**src/rtl/traffic_ctrl_param.sv**
```systemverilog
// Highway/farm-road lamp controller: timed Moore FSM with min/max greens, all-red clearance, night flash.
// Latency: lamps decode straight from registered state/phase, one edge from a qualifying input.
// Backpressure: none; the car sensor is sampled every cycle and never latched.
module traffic_ctrl_param #(
    parameter int HL_MIN_GREEN = 16,
    parameter int FL_MIN_GREEN = 4,
    parameter int FL_MAX_GREEN = 12,
    parameter int YELLOW_TIME  = 3,
    parameter int ALL_RED_TIME = 1,
    parameter int FLASH_HALF   = 2,
    parameter int CNT_W        = 8
) (
    input  logic       clk,
    input  logic       rst,
    input  logic       c,
    input  logic       night,
    output logic       HL_GREEN,
    output logic       HL_YELLOW,
    output logic       HL_RED,
    output logic       FL_GREEN,
    output logic       FL_YELLOW,
    output logic       FL_RED,
    output logic [2:0] state
);

    localparam logic [2:0] ST_HG    = 3'd0;
    localparam logic [2:0] ST_HY    = 3'd1;
    localparam logic [2:0] ST_AR1   = 3'd2;
    localparam logic [2:0] ST_FG    = 3'd3;
    localparam logic [2:0] ST_FY    = 3'd4;
    localparam logic [2:0] ST_AR2   = 3'd5;
    localparam logic [2:0] ST_FLASH = 3'd6;

    // Phase durations are compared against the last timer value of the phase.
    localparam logic [CNT_W-1:0] HL_MIN_M1 = CNT_W'(HL_MIN_GREEN - 1);
    localparam logic [CNT_W-1:0] FL_MIN_M1 = CNT_W'(FL_MIN_GREEN - 1);
    localparam logic [CNT_W-1:0] FL_MAX_M1 = CNT_W'(FL_MAX_GREEN - 1);
    localparam logic [CNT_W-1:0] YEL_M1    = CNT_W'(YELLOW_TIME - 1);
    localparam logic [CNT_W-1:0] AR_M1     = CNT_W'(ALL_RED_TIME - 1);
    localparam logic [CNT_W-1:0] FLASH_M1  = CNT_W'(FLASH_HALF - 1);
    localparam logic [CNT_W-1:0] TMR_SAT   = {CNT_W{1'b1}};

    logic [2:0]       state_q, state_d;
    logic [CNT_W-1:0] timer_q, timer_d;
    logic             phase_q, phase_d;
    logic             tmr_clr;

    always_comb begin
        state_d = state_q;
        phase_d = phase_q;
        tmr_clr = 1'b0;
        case (state_q)
            ST_HG: begin
                // Night request wins over a waiting car and ignores the minimum green.
                if (night) begin
                    state_d = ST_FLASH;
                    phase_d = 1'b1;
                end else if (c && (timer_q >= HL_MIN_M1)) begin
                    state_d = ST_HY;
                end
            end
            ST_HY:  if (timer_q == YEL_M1) state_d = ST_AR1;
            ST_AR1: if (timer_q == AR_M1)  state_d = ST_FG;
            ST_FG: begin
                if ((timer_q == FL_MAX_M1) || (!c && (timer_q >= FL_MIN_M1))) begin
                    state_d = ST_FY;
                end
            end
            ST_FY:  if (timer_q == YEL_M1) state_d = ST_AR2;
            ST_AR2: if (timer_q == AR_M1)  state_d = ST_HG;
            ST_FLASH: begin
                // Leaving flash takes precedence over a phase toggle due on the same edge.
                if (!night) begin
                    state_d = ST_AR2;
                end else if (timer_q == FLASH_M1) begin
                    phase_d = ~phase_q;
                    tmr_clr = 1'b1;
                end
            end
            default: state_d = ST_HG;
        endcase

        if (tmr_clr || (state_d != state_q)) begin
            timer_d = '0;
        end else if (timer_q == TMR_SAT) begin
            timer_d = timer_q;
        end else begin
            timer_d = timer_q + 1'b1;
        end
    end

    always_ff @(posedge clk or posedge rst) begin
        if (rst) begin
            state_q <= ST_HG;
            timer_q <= '0;
            phase_q <= 1'b0;
        end else begin
            state_q <= state_d;
            timer_q <= timer_d;
            phase_q <= phase_d;
        end
    end

    always_comb begin
        HL_GREEN  = 1'b0;
        HL_YELLOW = 1'b0;
        HL_RED    = 1'b0;
        FL_GREEN  = 1'b0;
        FL_YELLOW = 1'b0;
        FL_RED    = 1'b0;
        case (state_q)
            ST_HG: begin
                HL_GREEN = 1'b1;
                FL_RED   = 1'b1;
            end
            ST_HY: begin
                HL_YELLOW = 1'b1;
                FL_RED    = 1'b1;
            end
            ST_AR1, ST_AR2: begin
                HL_RED = 1'b1;
                FL_RED = 1'b1;
            end
            ST_FG: begin
                HL_RED   = 1'b1;
                FL_GREEN = 1'b1;
            end
            ST_FY: begin
                HL_RED    = 1'b1;
                FL_YELLOW = 1'b1;
            end
            ST_FLASH: begin
                HL_YELLOW = phase_q;
                FL_RED    = phase_q;
            end
            default: begin
                // Unreachable code: hold both roads at red for the single cycle before HG.
                HL_RED = 1'b1;
                FL_RED = 1'b1;
            end
        endcase
    end

    assign state = state_q;

endmodule

```
**config.mk**
```make
export PLATFORM = sky130hd
export DESIGN_NAME = traffic_ctrl_param
export DESIGN_NICKNAME = d
export VERILOG_FILES = /design/src/rtl/traffic_ctrl_param.sv
export SDC_FILE = /design/constraint.sdc
export NUM_CORES = 1
export LEC_CHECK = 0
export BUFFER_PORTS_ARGS = -buffer_cell sky130_fd_sc_hd__buf_2
export CORE_ASPECT_RATIO = 1.1
export CORE_MARGIN = 10
export CORE_UTILIZATION = 56
export CTS_CLUSTER_DIAMETER = 30
export DETAILED_ROUTE_END_ITERATION = 7
export GPL_TIMING_DRIVEN = 1
export PLACE_DENSITY = 0.88
export SKIP_CTS_REPAIR_TIMING = 1
export SYNTH_ARGS = -nofsm -noshare
export SYNTH_HDL_FRONTEND = slang
export SYNTH_SLANG_ARGS = --single-unit
export TNS_END_PERCENT = 30
```
**constraint.sdc**
```tcl
create_clock -name clk -period 2.7 [get_ports clk]
set_clock_uncertainty 0.15 [all_clocks]
set_input_delay 0.54 -clock clk [delete_from_list [all_inputs] [get_ports clk]]
set_output_delay 0.54 -clock clk [all_outputs]
set_load 0.01 [all_outputs]
```
# [Word-level counts from Yosys, hierarchy flattened]
# Cells that the tools add are included.
[classes] add_sub_neg=1 order_cmp=2 n_eq_ne=15 n_mux=24 bitwise_logic=1 n_reduce_logical=11
[ops] operator="$mux W3" count=8
[ops] operator="$pmux W3 S7" count=1
[ops] operator="$mux W8" count=2
[ops] operator="$mux W1" count=10
[ops] operator="$eq A3 B3 Y1 const B" count=3
[ops] operator="$add A8 B1 Y8 const B" count=1
[ops] operator="$eq A8 B1 Y1 const B" count=1
[ops] operator="$eq A8 B2 Y1 const B" count=1
[ops] operator="$eq A8 B4 Y1 const B" count=1
[ops] operator="$eq A8 B8 Y1 const B" count=1
[ops] operator="$ge A8 B2 Y1 const B" count=1
[ops] operator="$ge A8 B4 Y1 const B" count=1
[ops] operator="$logic_not A8 Y1" count=1
[ops] operator="$ne A2 B2 Y1 const B" count=4
[ops] operator="$eq A3 B2 Y1 const B" count=2
[ops] operator="$pmux W1 S2" count=3
[ops] operator="$reduce_and A4 Y1" count=1
[ops] operator="$eq A3 B1 Y1 const B" count=1
[ops] operator="$logic_not A3 Y1" count=1
[ops] operator="$ne A3 B3 Y1" count=1
[ops] operator="$reduce_or A3 Y1" count=1
[ops] operator="$logic_and A1 B1 Y1" count=2
[ops] operator="$logic_or A1 B1 Y1" count=2
[ops] operator="$reduce_bool A2 Y1" count=1
[ops] operator="3 further kinds" count=3
[word_totals] ff_bits=12 in_bits=4 out_inout_bits=9 elab_cells=57

# [Depth between registers and ports, before layout]
# Gate-level depths: netlist of the first run.
[logic_depth] ltp_word=8 depth_mapped=7 mapped_depth_nobuf=7

# [Worst setup path after synthesis of the first run]
# No wires, ideal clock.
[synth_path] path_type="register to output" startpoint="reg state_q[0], in the netlist state[0]" endpoint="out FL_RED" arrival_time_ps=1416 required_ps=2010 slack_ps=594 path_stages_with_launch=5 n_path_buf=1 path_cell_list="dfrtp_1 clkbuf_1 inv_1 nor3_1 a21oi_1"
[synth_between] elab_chain_cells=3 word_cells_on_any_way=5 classes_between="eq/ne: 3; mux: 1; reduce/logical: 1"
[synth_rtl] item="start: declaration" line="43" text="logic [2:0] state_q, state_d;"
[synth_rtl] item="start signal: assignment" line="98" text="state_q <= state_d;"
[synth_rtl] item="$eq A3 B3 Y1 / $eq A3 B2 Y1 (equally long branches)" line="111" text="case (state_q)"
[synth_rtl] item="$reduce_or A2 Y1 (no source line)"
[synth_rtl] item="$pmux W1 S2 (*)" line="111"
[synth_rtl] item="end: declaration" line="22" text="output logic FL_RED,"
# Every way passes the cells marked *; elsewhere a longest branch is shown, timed or not.

# [Worst setup path in the final report of the first run]
[layout_path] startpoint="reg state_q[1], in the netlist state[1]" endpoint="out FL_RED"
# Same word-level chain as after synthesis.

==> summary.txt, run 1 <==
FINISH
-------------------------------------------------------------------------------------------------
Count of placed standard cells in the final layout, fillers left out ...............          143
Relative area change from synthesis to final layout ................................        8.74%
Final instance area ................................................................     1040 µm²
Area used by multi-input combinational logic .......................................      596 µm²
Ant. Diodes ........................................................................            0
Layout cell share with drive strength beyond 1 .....................................        0.183
Total area of sequential cells .....................................................      300 µm²
Filler instances ...................................................................          140
Final layout net count .............................................................          135
Most used cells in the layout excluding fill and tap cells ......................... sky130_fd_sc_hd__buf_2, sky130_fd_sc_hd__dfrtp_1, sky130_fd_sc_hd__nor2_1

ROUTING
-------------------------------------------------------------------------------------------------
Number of iterations in the first detailed-routing pass ............................            4
DR WL met3 .........................................................................       231 µm
Number of remaining DRC errors .....................................................            0
Total wire length ..................................................................      2270 µm
Mean number of vias per cell .......................................................         6.53
Routed Antenna Nets ................................................................            0
Initial DRC Count ..................................................................           61
Uppermost routed layer .............................................................         met4
Met2 wire len ......................................................................      1070 µm
Wire length the detailed router placed on met1 .....................................       927 µm
Via Count ..........................................................................          934
Average routed wire per standard cell ..............................................      15.9 µm

CLOCK NETWORK
-------------------------------------------------------------------------------------------------
Total CTS buffers ..................................................................            3
Sink Count .........................................................................           12
H-tree levels ......................................................................            1
Maximum number of buffers from clock root to sink ..................................            2
Clock-pin slew on the worst setup and hold paths ...................................        80 ps
Clock root cell .................................................................... sky130_fd_sc_hd__clkbuf_4
Clk Latency, worst-skew pair .......................................................       270 ps
TritonCTS clock tree ...............................................................         done

FLOORPLAN
-------------------------------------------------------------------------------------------------
Horizontal die dimension ...........................................................      59.5 µm
Vert. Die Dim ......................................................................      63.4 µm
I/O pin count ......................................................................           13
Overall die area ...................................................................     3770 µm²
Number of placement rows ...........................................................           15
Starting density of the core .......................................................        0.602
Floorplan Core Area ................................................................     1600 µm²

CRITICAL PATH
-------------------------------------------------------------------------------------------------
Critical path data arrival time ....................................................      1820 ps
CP Max Fanout ......................................................................           17
End of the worst register-to-register path .........................................   timer_q[3]
Setup CP Type ......................................................................   reg -> out
Minimum setup slack among reg-to-reg paths .........................................       410 ps
Nature of the critical path startpoint .............................................         flop
Worst reg2reg startpoint ...........................................................   timer_q[7]
Worst path required time ...........................................................      2010 ps
Endpoint type of the worst setup path ..............................................   output pin
Number of cells on the worst reg-to-reg path .......................................            5

TIMING
-------------------------------------------------------------------------------------------------
Final Hold Slack ...................................................................       118 ps
Final clock period utilization by the worst path ...................................        0.929
Post-route minimum period ..........................................................      2510 ps
Least-Margin Pin Slew ..............................................................       565 ps
Count of pins over their slew limit ................................................            0
Max Fclk ...........................................................................      399 MHz
Unrepaired setup endpoints after global routing ....................................           no
Max_slew headroom ..................................................................        0.623
Count of final setup violators .....................................................            0
Worst Setup Slack, final ...........................................................       193 ps
Setup TNS ..........................................................................         0 ps
Final-report hold violation count ..................................................            0

YOSYS
-------------------------------------------------------------------------------------------------
Number of instances in the synthesized netlist .....................................          118
Post-synthesis instance area .......................................................      960 µm²
Share of synthesized area occupied by flip-flops and latches .......................        0.313
Number of enable flip-flop cells after synthesis ...................................            0
Yosys synthesis warning count ......................................................            0
Synth Register Bits ................................................................           12
Ys flop type ....................................................................... sky130_fd_sc_hd__dfrtp_1
Mean post-synth cell area ..........................................................     8.13 µm²
Fraction of registers with async set/reset .........................................         1.00
Synthesized Nets ...................................................................          126
Number of distinct library cell variants in the gate-level netlist after synthesis .           45

POWER AND IR DROP
-------------------------------------------------------------------------------------------------
Power density cells ................................................................  1050 nW/µm²
Static Leakage .....................................................................     0.440 nW
Worst voltage drop across the vdd grid .............................................   0.000607 V

PLACE
-------------------------------------------------------------------------------------------------
Placed cells .......................................................................          139
Post-detailed-placement half-perimeter wirelength ..................................      1650 µm
Routability cong. ..................................................................        0.897
Worst slack at placement ...........................................................       427 ps
Standard cell area after detailed placement ........................................     1010 µm²
Port Buffer Count ..................................................................           12

GLOBAL ROUTE
-------------------------------------------------------------------------------------------------
Global-route wire length before repair .............................................      3950 µm
Residual overflow from global routing ..............................................            0
Vias in the first global route .....................................................          877
Pin count of the biggest net entering global routing ...............................           21
Global-route total usage across every layer ........................................        0.124
Initial antenna violation count ....................................................            0

HOLD PATH
-------------------------------------------------------------------------------------------------
Tightest Hold Check Type ...........................................................  in -> async

OUTCOME
-------------------------------------------------------------------------------------------------
Outcome ............................................................................ complete, no violations

FLOW RUN
-------------------------------------------------------------------------------------------------
Max_cap viols ......................................................................            0

Yosys cell counts, types with 2 or more instances:
cell | n | area [µm²]
sky130_fd_sc_hd__dfrtp_1 | 12 | 300
sky130_fd_sc_hd__nor2_1 | 10 | 37.5
sky130_fd_sc_hd__o21ai_0 | 9 | 45.0
sky130_fd_sc_hd__nor3_1 | 3 | 15.0
sky130_fd_sc_hd__nand2_1 | 9 | 33.8
sky130_fd_sc_hd__and3_1 | 3 | 18.8
sky130_fd_sc_hd__nand3_1 | 7 | 35.0
sky130_fd_sc_hd__ha_1 | 4 | 50.1
sky130_fd_sc_hd__a31oi_1 | 2 | 12.5
sky130_fd_sc_hd__inv_1 | 8 | 30.0
sky130_fd_sc_hd__clkbuf_1 | 5 | 18.8
sky130_fd_sc_hd__a211o_1 | 2 | 17.5
sky130_fd_sc_hd__a21oi_1 | 7 | 35.0
sky130_fd_sc_hd__buf_2 | 3 | 15.0
sky130_fd_sc_hd__nand4_1 | 3 | 18.8
sky130_fd_sc_hd__nor4bb_1 | 2 | 20.0
worst max-delay path, stage by stage, from the launching register on:
cell	delay [ps]
sky130_fd_sc_hd__dfrtp_1	660
sky130_fd_sc_hd__inv_1	190
sky130_fd_sc_hd__nor3_1	450
sky130_fd_sc_hd__a21oi_1	70
sky130_fd_sc_hd__buf_2	170
worst max path at each step:
stage | from | end | cells after the start
after CTS | state[1] | FL_RED | 4
final | state[1] | FL_RED | 4
after global placement | timer_q[7] | timer_q[3] | 5
after detailed placement | timer_q[7] | timer_q[3] | 5
after global routing | state[1] | FL_RED | 4
after floorplan | state[0] | FL_RED | 4
layer usage:
layer,vias up,global-route usage
met5,-,0
met4,0,0.0402
met3,8,0.0321
met2,55,0.194
met1,421,0.158
li1,450,-
state kept, by name, summed over array words and instances (netlist names):
signal	flops
state	3
timer_q	8
phase_q	1
cell families (layout without fill, tap and decap cells):
family,after synthesis,in the layout,synth area share
adders and majority gates,4,4,0.0522
xor gates and xnor gates,1,1,0.00913
AOI/OAI and AO/OA,34,34,0.235
and+or+nand+nor,49,49,0.303
DFF,12,12,0.313
muxes,2,2,0.0222
buffers and inverters,16,24,0.0665
per-stage QoR:
step	util	total power [mW]
floorplan	-	0.813
global placement	0.631	0.921
detailed placement	0.631	0.946
CTS	0.654	1.10
global route	0.654	1.20
finish	0.654	1.10
power breakdown:
group / internal (mW) / switching [mW] / leakage, nW
Sequential: 0.263 / 0.190 / 0.140
Clock: 0.0820 / 0.0643 / 0.0210
Combinational: 0.222 / 0.277 / 0.279
layout make-up:
cell class / count / share of cell area
multi-input combinational: 90 / 0.571
sequential: 12 / 0.288
timing repair buffer: 12 / 0.0576
clock buffer: 4 / 0.0348
inverter: 8 / 0.0288
tap: 17 / 0.0204
(Power assumes the default switching activity.)
==> inputs of run 2 (changes only) <==
--- a/config.mk
+++ b/config.mk
@@ -10,9 +10,11 @@
 export CORE_MARGIN = 10
 export CORE_UTILIZATION = 56
 export CTS_CLUSTER_DIAMETER = 30
+export CTS_CLUSTER_SIZE = 25
 export DETAILED_ROUTE_END_ITERATION = 7
 export GPL_TIMING_DRIVEN = 1
 export PLACE_DENSITY = 0.88
+export SETUP_SLACK_MARGIN = 0.3
 export SKIP_CTS_REPAIR_TIMING = 1
 export SYNTH_ARGS = -nofsm -noshare
 export SYNTH_HDL_FRONTEND = slang
==> run 2 against run 1 <==
Net effect:
- power increased by 0.35%
- via count decreased by 0.21%
- highest routed layer unchanged
- worst setup slack improved by 210 ps
- register-to-register slack about the same
- clock power about the same
- largest power group unchanged
- combinational power about the same
==> summary.txt, run 2 (synthesis gave the netlist of run 1 again) <==
FINISH
--------------------------------------------------------------------------
Leading cell type in the layout, fill and taps excluded ..... sky130_fd_sc_hd__buf_2
Final layout net count ......................................          135   unchanged
Most used cells in the layout excluding fill and tap cells .. sky130_fd_sc_hd__buf_2, sky130_fd_sc_hd__dfrtp_1, sky130_fd_sc_hd__nor2_1   unchanged
Filler instances ............................................          137   was 140
Max FFs per register ........................................            8   unchanged
Final instance area .........................................     1050 µm²   was 1040 µm²
Layout cell share with drive strength beyond 1 ..............        0.198   was 0.183
Relative area change from synthesis to final layout .........        9.39%   was 8.74%
Register containing the most flip-flops in the final layout .      timer_q   unchanged
Ant. Diodes .................................................            0   unchanged

GLOBAL ROUTE
--------------------------------------------------------------------------
GR Util met2 ................................................        0.194   unchanged
Met1 track utilization from global routing ..................        0.158   unchanged
Pin count of the biggest net entering global routing ........           21   unchanged
Global-route wire length before repair ......................      3950 µm   unchanged
Most used routing layer in global routing ...................         met2   unchanged
Vias in the first global route ..............................          877   unchanged
Initial antenna violation count .............................            0   unchanged
Residual overflow from global routing .......................            0   unchanged
Global Route met3 Usage .....................................       0.0321   unchanged
Global-route total usage across every layer .................        0.124   unchanged

ROUTING
--------------------------------------------------------------------------
Initial DRC Count ...........................................           67   was 61
Routed Antenna Nets .........................................            0   unchanged
Via Count ...................................................          932   was 934
Mean number of vias per cell ................................         6.52   was 6.53
Total wire length ...........................................      2290 µm   was 2270 µm
Number of remaining DRC errors ..............................            0   unchanged
Number of iterations in the first detailed-routing pass .....            4   unchanged
Average routed wire per standard cell .......................      16.0 µm   was 15.9 µm

FLOORPLAN
--------------------------------------------------------------------------
Starting density of the core ................................        0.602   unchanged
I/O pin count ...............................................           13   unchanged
Overall die area ............................................     3770 µm²   unchanged
Horizontal die dimension ....................................      59.5 µm   unchanged
Number of placement rows ....................................           15   unchanged
Floorplan Core Area .........................................     1600 µm²   unchanged
Vert. Die Dim ...............................................      63.4 µm   unchanged

CRITICAL PATH
--------------------------------------------------------------------------
Nature of the critical path startpoint ......................         flop   unchanged
Critical path data arrival time .............................      2350 ps   was 1820 ps
Worst path required time ....................................      2750 ps   was 2010 ps
Slowest cell delay on critical path .........................       690 ps   was 660 ps
Cell Chain, Critical Path ................................... or4_1 -> o31a_1 -> o211ai_2 -> nand4_4 -> nor3_2   was inv_1 -> nor3_1 -> a21oi_1 -> buf_2
CP Max Fanout ...............................................            7   was 17
Cell at the slowest stage of the critical path .............. sky130_fd_sc_hd__or4_1   was sky130_fd_sc_hd__dfrtp_1
Endpoint type of the worst setup path .......................         flop   was output pin
Setup CP Type ...............................................   reg -> reg   was reg -> out

PLACE
--------------------------------------------------------------------------
Worst slack at placement ....................................       427 ps   unchanged
Standard cell area after detailed placement .................     1010 µm²   unchanged
Routability cong. ...........................................        0.897   unchanged
Port Buffer Count ...........................................           12   unchanged
Post-detailed-placement half-perimeter wirelength ...........      1650 µm   unchanged

TIMING
--------------------------------------------------------------------------
Count of pins over their slew limit .........................            0   unchanged
Worst Setup Slack, final ....................................       406 ps   was 193 ps
Max_slew headroom ...........................................        0.611   was 0.623
Least-Margin Pin Slew .......................................       584 ps   was 565 ps
Setup TNS ...................................................         0 ps   unchanged
Count of final setup violators ..............................            0   unchanged
Final-report hold violation count ...........................            0   unchanged
Final clock period utilization by the worst path ............        0.850   was 0.929
Unrepaired setup endpoints after global routing .............           no   unchanged
Max Fclk ....................................................      436 MHz   was 399 MHz
Post-route minimum period ...................................      2290 ps   was 2510 ps

CLOCK NETWORK
--------------------------------------------------------------------------
Total CTS buffers ...........................................            3   unchanged
Sink Count ..................................................           12   unchanged
Clock root cell ............................................. sky130_fd_sc_hd__clkbuf_4   unchanged
Maximum number of buffers from clock root to sink ...........            2   unchanged
TritonCTS clock tree ........................................         done   unchanged
H-tree levels ...............................................            1   unchanged
Clock-pin slew on the worst setup and hold paths ............        80 ps   about the same
Clk Latency, worst-skew pair ................................       280 ps   was 270 ps

FLOW RUN
--------------------------------------------------------------------------
Max_cap viols ...............................................            0   unchanged

POWER AND IR DROP
--------------------------------------------------------------------------
Static Leakage ..............................................     0.439 nW   was 0.440 nW
Worst voltage drop across the vdd grid ......................   0.000607 V   about the same
Power density cells .........................................  1050 nW/µm²   about the same

HOLD PATH
--------------------------------------------------------------------------
Tightest Hold Check Type ....................................  in -> async   unchanged

OUTCOME
--------------------------------------------------------------------------
Outcome ..................................................... complete, no violations   unchanged

==> run 2: cell counts in the layout (fill, tap and decap cells not counted) <==
No cell type changed its count.
==> run 2: routing by layer <==
layer  up-vias  part of all wire
met5         -                 0
met4         0             0.011
met3         6              0.10
met2        50              0.47
met1       424              0.42
li1        452                 -
==> run 2: metrics by stage <==
step / total power, mW / utilization / hold slack, ps / instances
final: 1.10 / 0.658 / 116 / 143
after global routing: 1.20 / 0.658 / 161 / 143
after CTS: 1.10 / 0.654 / 135 / 143
after detailed placement: 0.946 / 0.631 / 434 / 139
after global placement: 0.921 / 0.631 / 428 / 139
after floorplan: 0.813 / - / 255 / 118
==> run 2: path summary, 6_finish.rpt <==
path / startpoint / end / slack, ps / depth (start not counted)
max in group asynchronous: rst / state[1] / 1930 / 2
min reg2reg: timer_q[1] / timer_q[1] / 490 / 2
max reg2reg: timer_q[7] / timer_q[3] / 410 / 5
min: rst / timer_q[2] / 120 / 2
min in group clk: night / state[2] / 480 / 3
max: timer_q[7] / timer_q[3] / 410 / 5
==> run 2: report_power, final <==
part           switching, mW  internal, mW
Combinational          0.277         0.222
Sequential             0.193         0.263
Clock                 0.0644        0.0820
Total                  0.534         0.567
==> run 2: cell type report <==
cell class                 count  area, µm²  area share
inverter                       8       30.0      0.0286
timing repair buffer          12       60.1      0.0572
clock buffer                   4       36.3      0.0346
sequential                    12        302       0.287
multi-input combinational     90        601       0.572
tap                           17       21.3      0.0203
==> run 2: critical path, delay by kind of cell, from the launching register on <==
kind	cells	cell delay (ps)
AND/OR/NAND/NOR	3	1090
flip-flops	1	430
AO/OA/AOI/OAI	2	550
==> inputs of run 3 (changes only) <==
--- a/config.mk
+++ b/config.mk
@@ -5,15 +5,16 @@
 export SDC_FILE = /design/constraint.sdc
 export NUM_CORES = 1
 export LEC_CHECK = 0
+export ABC_AREA = 1
 export BUFFER_PORTS_ARGS = -buffer_cell sky130_fd_sc_hd__buf_2
 export CORE_ASPECT_RATIO = 1.1
 export CORE_MARGIN = 10
-export CORE_UTILIZATION = 56
+export CORE_UTILIZATION = 50
 export CTS_CLUSTER_DIAMETER = 30
 export CTS_CLUSTER_SIZE = 25
 export DETAILED_ROUTE_END_ITERATION = 7
 export GPL_TIMING_DRIVEN = 1
-export PLACE_DENSITY = 0.88
+export PLACE_DENSITY = 0.84
 export SETUP_SLACK_MARGIN = 0.3
 export SKIP_CTS_REPAIR_TIMING = 1
 export SYNTH_ARGS = -nofsm -noshare
==> constraint.sdc (replaced) <==
create_clock -name clk -period 1.9 [get_ports clk]
set_clock_uncertainty 0.15 [all_clocks]
set_input_delay 0.38 -clock clk [delete_from_list [all_inputs] [get_ports clk]]
set_output_delay 0.38 -clock clk [all_outputs]
set_load 0.01 [all_outputs]
==> run 3 against run 2 <==
Net effect:
- the run now ends with setup timing left
- global-route usage fell by 0.98 points
- first-iteration DRC count fell by 49%
- worst setup slack got worse by 490 ps
- critical path depth did not move
- cell count rose by 27%
- design area rose by 20%
- area after synthesis fell by 1.8%
- wire length rose by 9.9%
- power rose by 61%
- register-to-register slack got worse by 390 ps
- clock power rose by 48%
- critical endpoint is now HL_YELLOW
- largest cell class unchanged
- die area rose by 6.7%
==> summary.txt, run 3 <==
TIMING
-------------------------------------------------------------------------------------------------
Post-route minimum period ..........................................................      1990 ps
Count of final setup violators .....................................................            4   was 0
Count of pins over their slew limit ................................................            0   unchanged
Least-Margin Pin Slew ..............................................................       486 ps   was 584 ps
Max Fclk ...........................................................................      503 MHz
Final Hold Slack ...................................................................       319 ps   was 116 ps
Max_slew headroom ..................................................................        0.675   was 0.611
Unrepaired setup endpoints after global routing ....................................          yes   was no
Final-report hold violation count ..................................................            0   unchanged
Worst Setup Slack, final ...........................................................     -88.9 ps   was 406 ps
Final clock period utilization by the worst path ...................................         1.05

YOSYS
-------------------------------------------------------------------------------------------------
Yosys synthesis warning count ......................................................            0   unchanged
Share of synthesized area occupied by flip-flops and latches .......................        0.319   was 0.313
Post-synthesis instance area .......................................................      942 µm²   was 960 µm²
Leading cell types by total area after synthesis ................................... sky130_fd_sc_hd__dfrtp_1, sky130_fd_sc_hd__nand2_1, sky130_fd_sc_hd__inv_1, sky130_fd_sc_hd__nand3_1, sky130_fd_sc_hd__nor2_1   was sky130_fd_sc_hd__dfrtp_1, sky130_fd_sc_hd__ha_1, sky130_fd_sc_hd__o21ai_0, sky130_fd_sc_hd__nor2_1, sky130_fd_sc_hd__a21oi_1
Most numerous cell in the Yosys netlist ............................................ sky130_fd_sc_hd__nand2_1   was sky130_fd_sc_hd__dfrtp_1
Number of distinct library cell variants in the gate-level netlist after synthesis .           25   was 45
Mean post-synth cell area ..........................................................     6.93 µm²   was 8.13 µm²
Ys flop type ....................................................................... sky130_fd_sc_hd__dfrtp_1   unchanged
Fraction of registers with async set/reset .........................................         1.00   unchanged
Number of enable flip-flop cells after synthesis ...................................            0   unchanged
Synth Register Bits ................................................................           12   unchanged
Dominant cell type by area after synthesis ......................................... sky130_fd_sc_hd__dfrtp_1   unchanged
Top cell type's share of synthesized area ..........................................        0.319   was 0.313
Top cells by instance count after synthesis ........................................ sky130_fd_sc_hd__nand2_1, sky130_fd_sc_hd__inv_1, sky130_fd_sc_hd__nor2_1   was sky130_fd_sc_hd__dfrtp_1, sky130_fd_sc_hd__nor2_1, sky130_fd_sc_hd__nand2_1, sky130_fd_sc_hd__o21ai_0, sky130_fd_sc_hd__inv_1
Synthesized Nets ...................................................................          144   was 126
Number of instances in the synthesized netlist .....................................          136   was 118

FLOORPLAN
-------------------------------------------------------------------------------------------------
Overall die area ...................................................................     4020 µm²   was 3770 µm²
I/O pin count ......................................................................           13   unchanged
Floorplan Core Area ................................................................     1780 µm²   was 1600 µm²
Vert. Die Dim ......................................................................      65.5 µm   was 63.4 µm
Number of placement rows ...........................................................           16   was 15
Starting density of the core .......................................................        0.529   was 0.602
Horizontal die dimension ...........................................................      61.4 µm   was 59.5 µm

CRITICAL PATH
-------------------------------------------------------------------------------------------------
Nature of the critical path startpoint .............................................         flop   unchanged
Worst path required time ...........................................................      1370 ps   was 2750 ps
CP Max Fanout ......................................................................            5   was 7
Cell Chain, Critical Path .......................................................... inv_4 -> nor3_1 -> buf_4 -> or2_2 -> buf_2   was or4_1 -> o31a_1 -> o211ai_2 -> nand4_4 -> nor3_2
Worst Setup SP .....................................................................     state[0]   was timer_q[7]
Worst reg2reg startpoint ...........................................................   timer_q[0]   was timer_q[7]
Critical path data arrival time ....................................................      1460 ps   was 2350 ps
Slowest cell delay on critical path ................................................       450 ps   was 690 ps
Setup CP Type ......................................................................   reg -> out   was reg -> reg
Endpoint type of the worst setup path ..............................................   output pin   was flop
Cell at the slowest stage of the critical path ..................................... sky130_fd_sc_hd__dfrtp_2   was sky130_fd_sc_hd__or4_1

FLOW RUN
-------------------------------------------------------------------------------------------------
Max_cap viols ......................................................................            0   unchanged

GLOBAL ROUTE
-------------------------------------------------------------------------------------------------
Met1 track utilization from global routing .........................................        0.126   was 0.158
Initial antenna violation count ....................................................            0   unchanged
Global-route wire length before repair .............................................      3620 µm   was 3950 µm
Vias in the first global route .....................................................          873   was 877
Global-route total usage across every layer ........................................        0.115   was 0.124
Global Route met3 Usage ............................................................       0.0231   was 0.0321
Pin count of the biggest net entering global routing ...............................           13   was 21
Most used routing layer in global routing ..........................................         met2   unchanged
Residual overflow from global routing ..............................................            0   unchanged
GR Util met2 .......................................................................        0.200   was 0.194

CLOCK NETWORK
-------------------------------------------------------------------------------------------------
Maximum number of buffers from clock root to sink ..................................            2   unchanged
Clock-pin slew on the worst setup and hold paths ...................................        80 ps   about the same
Clk Latency, worst-skew pair .......................................................       280 ps   about the same
Sink Count .........................................................................           12   unchanged
Clock root cell .................................................................... sky130_fd_sc_hd__clkbuf_4   unchanged
TritonCTS clock tree ...............................................................         done   unchanged
H-tree levels ......................................................................            1   unchanged
Total CTS buffers ..................................................................            3   unchanged

PLACE
-------------------------------------------------------------------------------------------------
Post-detailed-placement half-perimeter wirelength ..................................      1680 µm   was 1650 µm
Port Buffer Count ..................................................................           12   unchanged
Standard cell area after detailed placement ........................................     1040 µm²   was 1010 µm²
Routability cong. ..................................................................        0.869   was 0.897

ROUTING
-------------------------------------------------------------------------------------------------
Via Count ..........................................................................          980   was 932
Initial DRC Count ..................................................................           34   was 67
Average routed wire per standard cell ..............................................      13.8 µm   was 16.0 µm
Routed Antenna Nets ................................................................            0   unchanged
Number of iterations in the first detailed-routing pass ............................            4   unchanged
Mean number of vias per cell .......................................................         5.38   was 6.52
Total wire length ..................................................................      2520 µm   was 2290 µm
Number of remaining DRC errors .....................................................            0   unchanged

FINISH
-------------------------------------------------------------------------------------------------
Register containing the most flip-flops in the final layout ........................      timer_q   unchanged
Final instance area ................................................................     1250 µm²   was 1050 µm²
Max FFs per register ...............................................................            8   unchanged
Most used cells in the layout excluding fill and tap cells ......................... sky130_fd_sc_hd__nand2_1, sky130_fd_sc_hd__inv_1, sky130_fd_sc_hd__nand3_1   was sky130_fd_sc_hd__buf_2, sky130_fd_sc_hd__dfrtp_1, sky130_fd_sc_hd__nor2_1
Final layout net count .............................................................          173   was 135
Final core utilization .............................................................        0.704   was 0.658
Leading cell type in the layout, fill and taps excluded ............................ sky130_fd_sc_hd__nand2_1   was sky130_fd_sc_hd__buf_2
Relative area change from synthesis to final layout ................................        33.2%   was 9.39%
Ant. Diodes ........................................................................            0   unchanged
Layout cell share with drive strength beyond 1 .....................................        0.427   was 0.198

POWER AND IR DROP
-------------------------------------------------------------------------------------------------
Sum of internal, switching and leakage power .......................................      1.78 mW   was 1.10 mW
Power density cells ................................................................  1420 nW/µm²   was 1050 nW/µm²
Static Leakage .....................................................................     0.619 nW   was 0.439 nW
Worst voltage drop across the vdd grid .............................................   0.000750 V   was 0.000607 V

OUTCOME
-------------------------------------------------------------------------------------------------
Outcome ............................................................................ complete, but fails checks   was complete, no violations
Failing checks ..................................................................... setup timing

HOLD PATH
-------------------------------------------------------------------------------------------------
Tightest Hold Check Type ...........................................................    in -> reg   was in -> async
Worst hold path startpoint .........................................................        night

run 3: through the flow:
step	instances	setup WS, ps	TNS (ps)
floorplan	136	225	0
global placement	165	102	0
detailed placement	165	28.6	0
CTS	169	-242	-474
global route	182	-190	-1580
finish	182	-88.9	-198
run 3: kinds of logic (layout without fill, tap and decap cells):
| group | after synthesis | after routing | synth area share |
|---|---|---|---|
| AO/OA/AOI/OAI | 14 | 14 | 0.0850 |
| XOR/XNOR | 3 | 3 | 0.0279 |
| adder cells (fa/ha/maj) | 4 | 4 | 0.0531 |
| buffers and inverters | 25 | 53 | 0.108 |
| flip-flops | 12 | 12 | 0.319 |
| AND/OR/NAND/NOR | 78 | 78 | 0.408 |
run 3: critical path: cells and delay by family (launching register included):
| family | cells | cell delay, ps |
|---|---|---|
| buffers and inverters | 3 | 390 |
| DFF | 1 | 450 |
| and+or+nand+nor | 2 | 350 |
run 3: final timing paths:
| path | endpoint | slack [ps] | cells after the start |
|---|---|---|---|
| hold reg to reg | phase_q | 360 | 2 |
| setup / recovery | HL_YELLOW | -90 | 5 |
| min in group asynchronous | phase_q | 510 | 3 |
| hold / removal | state[2] | 320 | 3 |
| setup reg to reg | timer_q[4] | 20 | 12 |
| max in group asynchronous | timer_q[1] | 740 | 3 |
run 3: area by class of cell:
type | count | area (µm²)
Fill cell | 135 | 527
Inverter | 23 | 93.8
Timing Repair Buffer | 26 | 174
Multi-Input combinational cell | 99 | 619
Sequential cell | 12 | 309
Clock buffer | 4 | 36.3
Tap cell | 18 | 22.5
run 3: power breakdown:
group / switching (mW) / internal (mW) / leakage (nW)
clock: 0.0991 / 0.117 / 0.0210
combinational: 0.681 / 0.471 / 0.449
sequential: 0.0857 / 0.324 / 0.149
run 3: routing by layer:
layer | vias to the layer above | routed length (µm)
met5 | - | 0
met4 | 0 | 61
met3 | 6 | 143
met2 | 29 | 1310
met1 | 450 | 998
li1 | 495 | -
